==> config.mk <==
export PLATFORM = sky130hd
export DESIGN_NAME = booth_mult_arbiter
export DESIGN_NICKNAME = d
export VERILOG_FILES = /design/src/rtl/booth_mult_arbiter.sv
export SDC_FILE = /design/constraint.sdc
export NUM_CORES = 1
export LEC_CHECK = 0
export CAP_MARGIN = 15
export CORE_AREA = 2 2 183 185
export CTS_CLUSTER_DIAMETER = 40
export CTS_CLUSTER_SIZE = 24
export DETAILED_ROUTE_END_ITERATION = 8
export DIE_AREA = 0 0 185 187
export PLACE_DENSITY = 0.72
export RECOVER_POWER = 25
export SETUP_SLACK_MARGIN = 0.3
export SKIP_LAST_GASP = 1
export SYNTH_ARGS = -nofsm -noshare
export SYNTH_HDL_FRONTEND = slang
export SYNTH_SLANG_ARGS = --single-unit
export TNS_END_PERCENT = 30
==> constraint.sdc <==
create_clock -name clk -period 3.5 [get_ports clk]
set_clock_uncertainty 0.2 [all_clocks]
set_input_delay 0.35 -clock clk [delete_from_list [all_inputs] [get_ports clk]]
set_output_delay 0.35 -clock clk [all_outputs]
set_load 0.03 [all_outputs]
==> src/rtl/booth_mult_arbiter.sv <==
// Round-robin front end that shares one pipelined Booth multiplier between NREQ requesters,
// tracking per-requester outstanding operations and routing each product back to its owner.
module booth_mult_arbiter #(
   parameter int WIDTH   = 32,
   parameter int NREQ    = 4,
   parameter int LATENCY = 7,
   parameter int MAX_OUT = 4
) (
   input  logic                    clk,
   input  logic                    rst_n,
   input  logic [NREQ-1:0]         req_valid,
   output logic [NREQ-1:0]         req_ready,
   input  logic [NREQ*WIDTH-1:0]   req_mcand,
   input  logic [NREQ*WIDTH-1:0]   req_mult,
   input  logic [NREQ*2-1:0]       req_mode,
   output logic [NREQ-1:0]         rsp_valid,
   output logic [2*WIDTH-1:0]      rsp_product,
   output logic [WIDTH-1:0]        mul_multiplicand,
   output logic [WIDTH-1:0]        mul_multiplier,
   output logic [1:0]              mul_sign_mode,
   input  logic [2*WIDTH-1:0]      mul_product,
   output logic                    busy
);

   localparam int IDXW = (NREQ > 1) ? $clog2(NREQ) : 1;
   localparam int CW   = $clog2(MAX_OUT + 1);

   logic [IDXW-1:0]          r_last;
   logic [NREQ-1:0][CW-1:0]  r_count;
   logic [LATENCY:0]         r_tag_v;
   logic [IDXW-1:0]          r_tag_idx [0:LATENCY];
   logic [WIDTH-1:0]         r_mcand;
   logic [WIDTH-1:0]         r_mult;
   logic [1:0]               r_mode;
   logic [NREQ-1:0]          r_rsp_valid;
   logic [2*WIDTH-1:0]       r_rsp_product;

   logic [NREQ-1:0]          w_elig;
   logic [NREQ-1:0]          w_grant;
   logic [IDXW-1:0]          w_gnt_idx;
   logic [IDXW-1:0]          w_cand;
   logic                     w_found;
   logic                     w_hs;

   always_comb begin
      for (int i = 0; i < NREQ; i++) begin
         w_elig[i] = req_valid[i] && (r_count[i] < CW'(MAX_OUT));
      end
   end

   // Handshake: requester i transfers in a cycle where req_valid[i] and req_ready[i] are both
   // high. req_ready never depends on req_ready itself and is held low while rst_n is low.
   always_comb begin
      w_grant   = '0;
      w_gnt_idx = '0;
      w_cand    = '0;
      w_found   = 1'b0;
      for (int k = 1; k <= NREQ; k++) begin
         w_cand = IDXW'((int'(r_last) + k) % NREQ);
         if (rst_n && !w_found && w_elig[w_cand]) begin
            w_found            = 1'b1;
            w_gnt_idx          = w_cand;
            w_grant[w_cand]    = 1'b1;
         end
      end
   end

   assign req_ready = w_grant;
   assign w_hs      = |(req_valid & w_grant);

   always_ff @(posedge clk) begin
      if (!rst_n) begin
         r_last        <= IDXW'(NREQ - 1);
         r_count       <= '0;
         r_tag_v       <= '0;
         r_mcand       <= '0;
         r_mult        <= '0;
         r_mode        <= '0;
         r_rsp_valid   <= '0;
         r_rsp_product <= '0;
         for (int k = 0; k <= LATENCY; k++) begin
            r_tag_idx[k] <= '0;
         end
      end else begin
         if (w_hs) begin
            r_last  <= w_gnt_idx;
            r_mcand <= req_mcand[w_gnt_idx*WIDTH +: WIDTH];
            r_mult  <= req_mult[w_gnt_idx*WIDTH +: WIDTH];
            r_mode  <= req_mode[w_gnt_idx*2 +: 2];
         end

         // Stage 0 lines up with the mul_* registers, so the last stage lines up with mul_product.
         r_tag_v[0]   <= w_hs;
         r_tag_idx[0] <= w_gnt_idx;
         for (int k = 1; k <= LATENCY; k++) begin
            r_tag_v[k]   <= r_tag_v[k-1];
            r_tag_idx[k] <= r_tag_idx[k-1];
         end

         r_rsp_valid <= '0;
         if (r_tag_v[LATENCY]) begin
            r_rsp_valid[r_tag_idx[LATENCY]] <= 1'b1;
            r_rsp_product                   <= mul_product;
         end

         for (int i = 0; i < NREQ; i++) begin
            if (w_grant[i] && !r_rsp_valid[i] && (r_count[i] < CW'(MAX_OUT))) begin
               r_count[i] <= r_count[i] + CW'(1);
            end else if (r_rsp_valid[i] && !w_grant[i] && (r_count[i] != '0)) begin
               r_count[i] <= r_count[i] - CW'(1);
            end
         end
      end
   end

   assign mul_multiplicand = r_mcand;
   assign mul_multiplier   = r_mult;
   assign mul_sign_mode    = r_mode;
   assign rsp_valid        = r_rsp_valid;
   assign rsp_product      = r_rsp_product;
   assign busy             = (|r_tag_v) | (|r_rsp_valid);

endmodule

==> results.py <==
metrics = {
    "pwr": {
        "clkPwrFrac": 0.173,
        "comb_power_share": 0.596,
        "power_leakage_nw": 5.57,
        "power_density_mw_per_mm2": 737,
        "netSwitchingPower_mw": 4.80,
        "ir_worst_vdd_mv": 0.380,
        "swShare": 0.430,
        "p_seq_frac": 0.230,
        "p_int_mw": 6.36,
    },
    "clocking": {
        "clock-sinks": 172,
        "root_buffer": "clkbuf_16",
        "cts_made_buffers": 17,
        "clk_latency_ns": 0.44,
        "clk_path_buf_depth": 2,
        "cts_tree": "yes",
        "htreeDepth": 4,
        "clk_pin_slew_ns": 0.08,
    },
    "die": {
        "design.die.area_sq_mm": 0.0346,
        "initial_core_util": 0.264,
        "ios": 473,
        "core_area_sq_mm": 0.0329,
        "die_h_um": 187,
        "die_x_um": 185,
        "rows": 67,
    },
    "route": {
        "drc": 0,
        "vias": 9641,
        "dr.pass1.iters": 5,
        "drtIter0Drc": 532,
        "drt-wirelength-per-cell_um": 17.7,
        "vias_per_cell": 4.83,
        "ant_nets": 0,
        "wl_um": 35300,
    },
    "timing": {
        "rsz0062_at_grt": "yes",
        "hold_viol": 0,
        "fin_crit_sh": 0.942,
        "tns_ns": 0,
        "period_needed_ns": 3.30,
        "worst_pin_slew_ns": 2.17,
        "max_freq_ghz": 0.303,
        "relSlewSlack": -0.449,
        "setup_slack_ns": 0.204,
        "drv_slew": 67,
        "setup_violations": 0,
    },
    "synthesis": {
        "ys_dominant_reg_cell": "dfxtp_1",
        "synthArstFlopShare": 0,
        "yosys.area.top_type_share": 0.397,
        "synth.top_cells.by_count": "nand2_1, dfxtp_1, nor2_1",
        "netlist_area_sq_mm": 0.00866,
        "synth.area.top_cells": "dfxtp_1, nand2_1, mux2i_1, a32o_1, a21oi_1",
        "yosysUniqueCellTypes": 57,
        "synth_nets": 1394,
        "seq_area_frac_synth": 0.397,
        "synth_top_area_cell": "dfxtp_1",
        "synth_edf_count": 0,
        "synth_warnings": 0,
        "post-synth-top-count-cell": "nand2_1",
        "syn_inst": 1048,
        "synth_area_per_cell_sq_um": 8.27,
        "synth_seq_cells": 172,
    },
    "finish": {
        "postLayoutCoreUtil": 0.460,
        "finalNonFillerCells": 1996,
        "area_growth_pct": 74.6,
        "fin_nets": 1879,
        "post-route-cell-area_sq_mm": 0.0151,
        "drive_above_1_share": 0.114,
    },
    "critical_path": {
        "critical-path-slowest-cell": "fa_1",
        "cp_common_cell": "a21oi_1",
        "cpPeakStageDelay_ns": 0.50,
        "start_kind": "register",
        "cpLargestDelayFamily": "compound AO/OA/AOI/OAI gates",
        "path_buf_inv": 2,
        "arrival_ns": 3.46,
        "critPathMaxFanout": 8,
        "cp-end-kind": "register",
        "criticalPathCategory": "register to register",
        "path_cells": "inv_8, ha_4, mux4_2, o41a_1, o221ai_2, nand2_2, fa_1, inv_2, a211oi_2, a21oi_1, mux2i_1, nand2_1, a21oi_1",
        "r2r_slack_ns": 0.20,
        "worst_ep_required_time_ns": 3.67,
    },
    "placement": {
        "place_inst": 1946,
        "placed_area_sq_mm": 0.0143,
        "gp_congestion": 0.923,
        "port_buffers": 472,
        "dpl.hpwl_um": 27000,
        "pre_cts_ws_ns": -0.328,
    },
    "status": {
        "violations": "max-capacitance violations, max-slew violations",
        "status": "finished, violations left",
    },
    "grt": {
        "grt_use_total": 0.194,
        "grt_max_degree": 67,
        "grt_pass1_wl_um": 51600,
        "antenna_found_initial": 4,
        "grt_pass1_vias": 9304,
        "grt-ovfl-total": 0,
    },
    "hold_path": {
        "hold_path_class": "register to register",
    },
    "flow_run": {
        "cap_violations": 1,
    },
}
[final cells by class]
cell class | instances | area (sq um)
Inverter | 14 | 62.6
Timing Repair Buffer | 559 | 5590
Antenna cell | 2 | 5.00
Sequential cell | 172 | 3460
Fill cell | 3171 | 17700
Tap cell | 448 | 561
Clock inverter | 15 | 169
Clock buffer | 17 | 425
Multi-Input combinational cell | 769 | 4860
[cells by family after synthesis]
logic type / Yosys count / share of synthesized area
xor+xnor: 4 / 0.00404
mux: 77 / 0.0976
fa+ha+maj: 12 / 0.0208
compound gates: 249 / 0.204
flops: 172 / 0.397
simple gates: 427 / 0.221
buf+inv: 107 / 0.0547
[layout by cell type, fill, tap and decap left out, types with 20 or more instances in the layout]
cell type,n
nand3_1,65
a21oi_1,73
o21ai_0,20
a32o_1,66
buf_4,72
dfxtp_1,167
o21ai_1,47
mux2i_1,71
nor2_1,83
clkdlybuf4s50_1,463
nand2_1,214
[final timing paths]
check,start,end,depth (start not counted)
max,r_last[0]$_SDFFE_PN1P_,r_count[10]$_SDFFE_PN0P_,13
min,r_tag_idx[1][0]$_SDFF_PN0_,r_tag_idx[1][2]$_SDFF_PN0_,1
max reg2reg,r_last[0]$_SDFFE_PN1P_,r_count[10]$_SDFFE_PN0P_,13
min reg2reg,r_tag_idx[1][0]$_SDFF_PN0_,r_tag_idx[1][2]$_SDFF_PN0_,1
[worst reg2reg max path, cell delays in order, from the launching register on]
cell and delay, ns:
dfxtp_4 0.43, inv_8 0.06, ha_4 0.27, mux4_2 0.32, o41a_1 0.48, o221ai_2 0.22, nand2_2 0.08, fa_1 0.50
inv_2 0.05, a211oi_2 0.21, a21oi_1 0.06, mux2i_1 0.15, nand2_1 0.07, a21oi_1 0.13
[metrics by stage]
step / hold slack (ns) / power [mW]
global placement: 0.214 / 8.72
floorplan: 0.212 / 6.34
finish: 0.231 / 11.2
CTS: 0.0304 / 11.0
global route: 0.245 / 11.9
detailed placement: 0.217 / 8.81
[state kept, by name (all words and copies together) (netlist names)]
register          count
mul_multiplicand     32
mul_sign_mode         2
r_last                2
rsp_product          64
mul_multiplier       32
r_count              12
r_tag_v               8
r_tag_idx            16
rsp_valid             4
[metal layers]
metal | track usage | vias up | routed length, um
met5 | 0 | - | 11
met4 | 0.0717 | 2 | 1120
met3 | 0.0637 | 55 | 3310
met2 | 0.338 | 436 | 17000
met1 | 0.219 | 4442 | 13800
li1 | - | 4706 | -
[power by group through the flow]
| stage | Combinational (mW) | Clock, mW | Sequential [mW] |
|---|---|---|---|
| 6_report | 6.65 | 1.93 | 2.57 |
| 3_3_place_gp | 6.12 | 0 | 2.60 |
| 2_1_floorplan | 3.30 | 0 | 3.04 |
| 3_5_place_dp | 6.20 | 0 | 2.61 |
| 5_1_grt | 7.18 | 2.07 | 2.62 |
| 4_1_cts | 6.41 | 2.00 | 2.57 |
[repair_timing]
item                                    in CTS  in global routing
buffers inserted                             5                  8
hold buffers                                 0                  0
cloned                                       1                  2
pin swaps                                    3                  5
endpoints found under the hold margin        0                  0
gates resized for setup                     11                  9
endpoints found under the setup margin      33                 63
No activity file was read; power rests on OpenSTA's default activity.
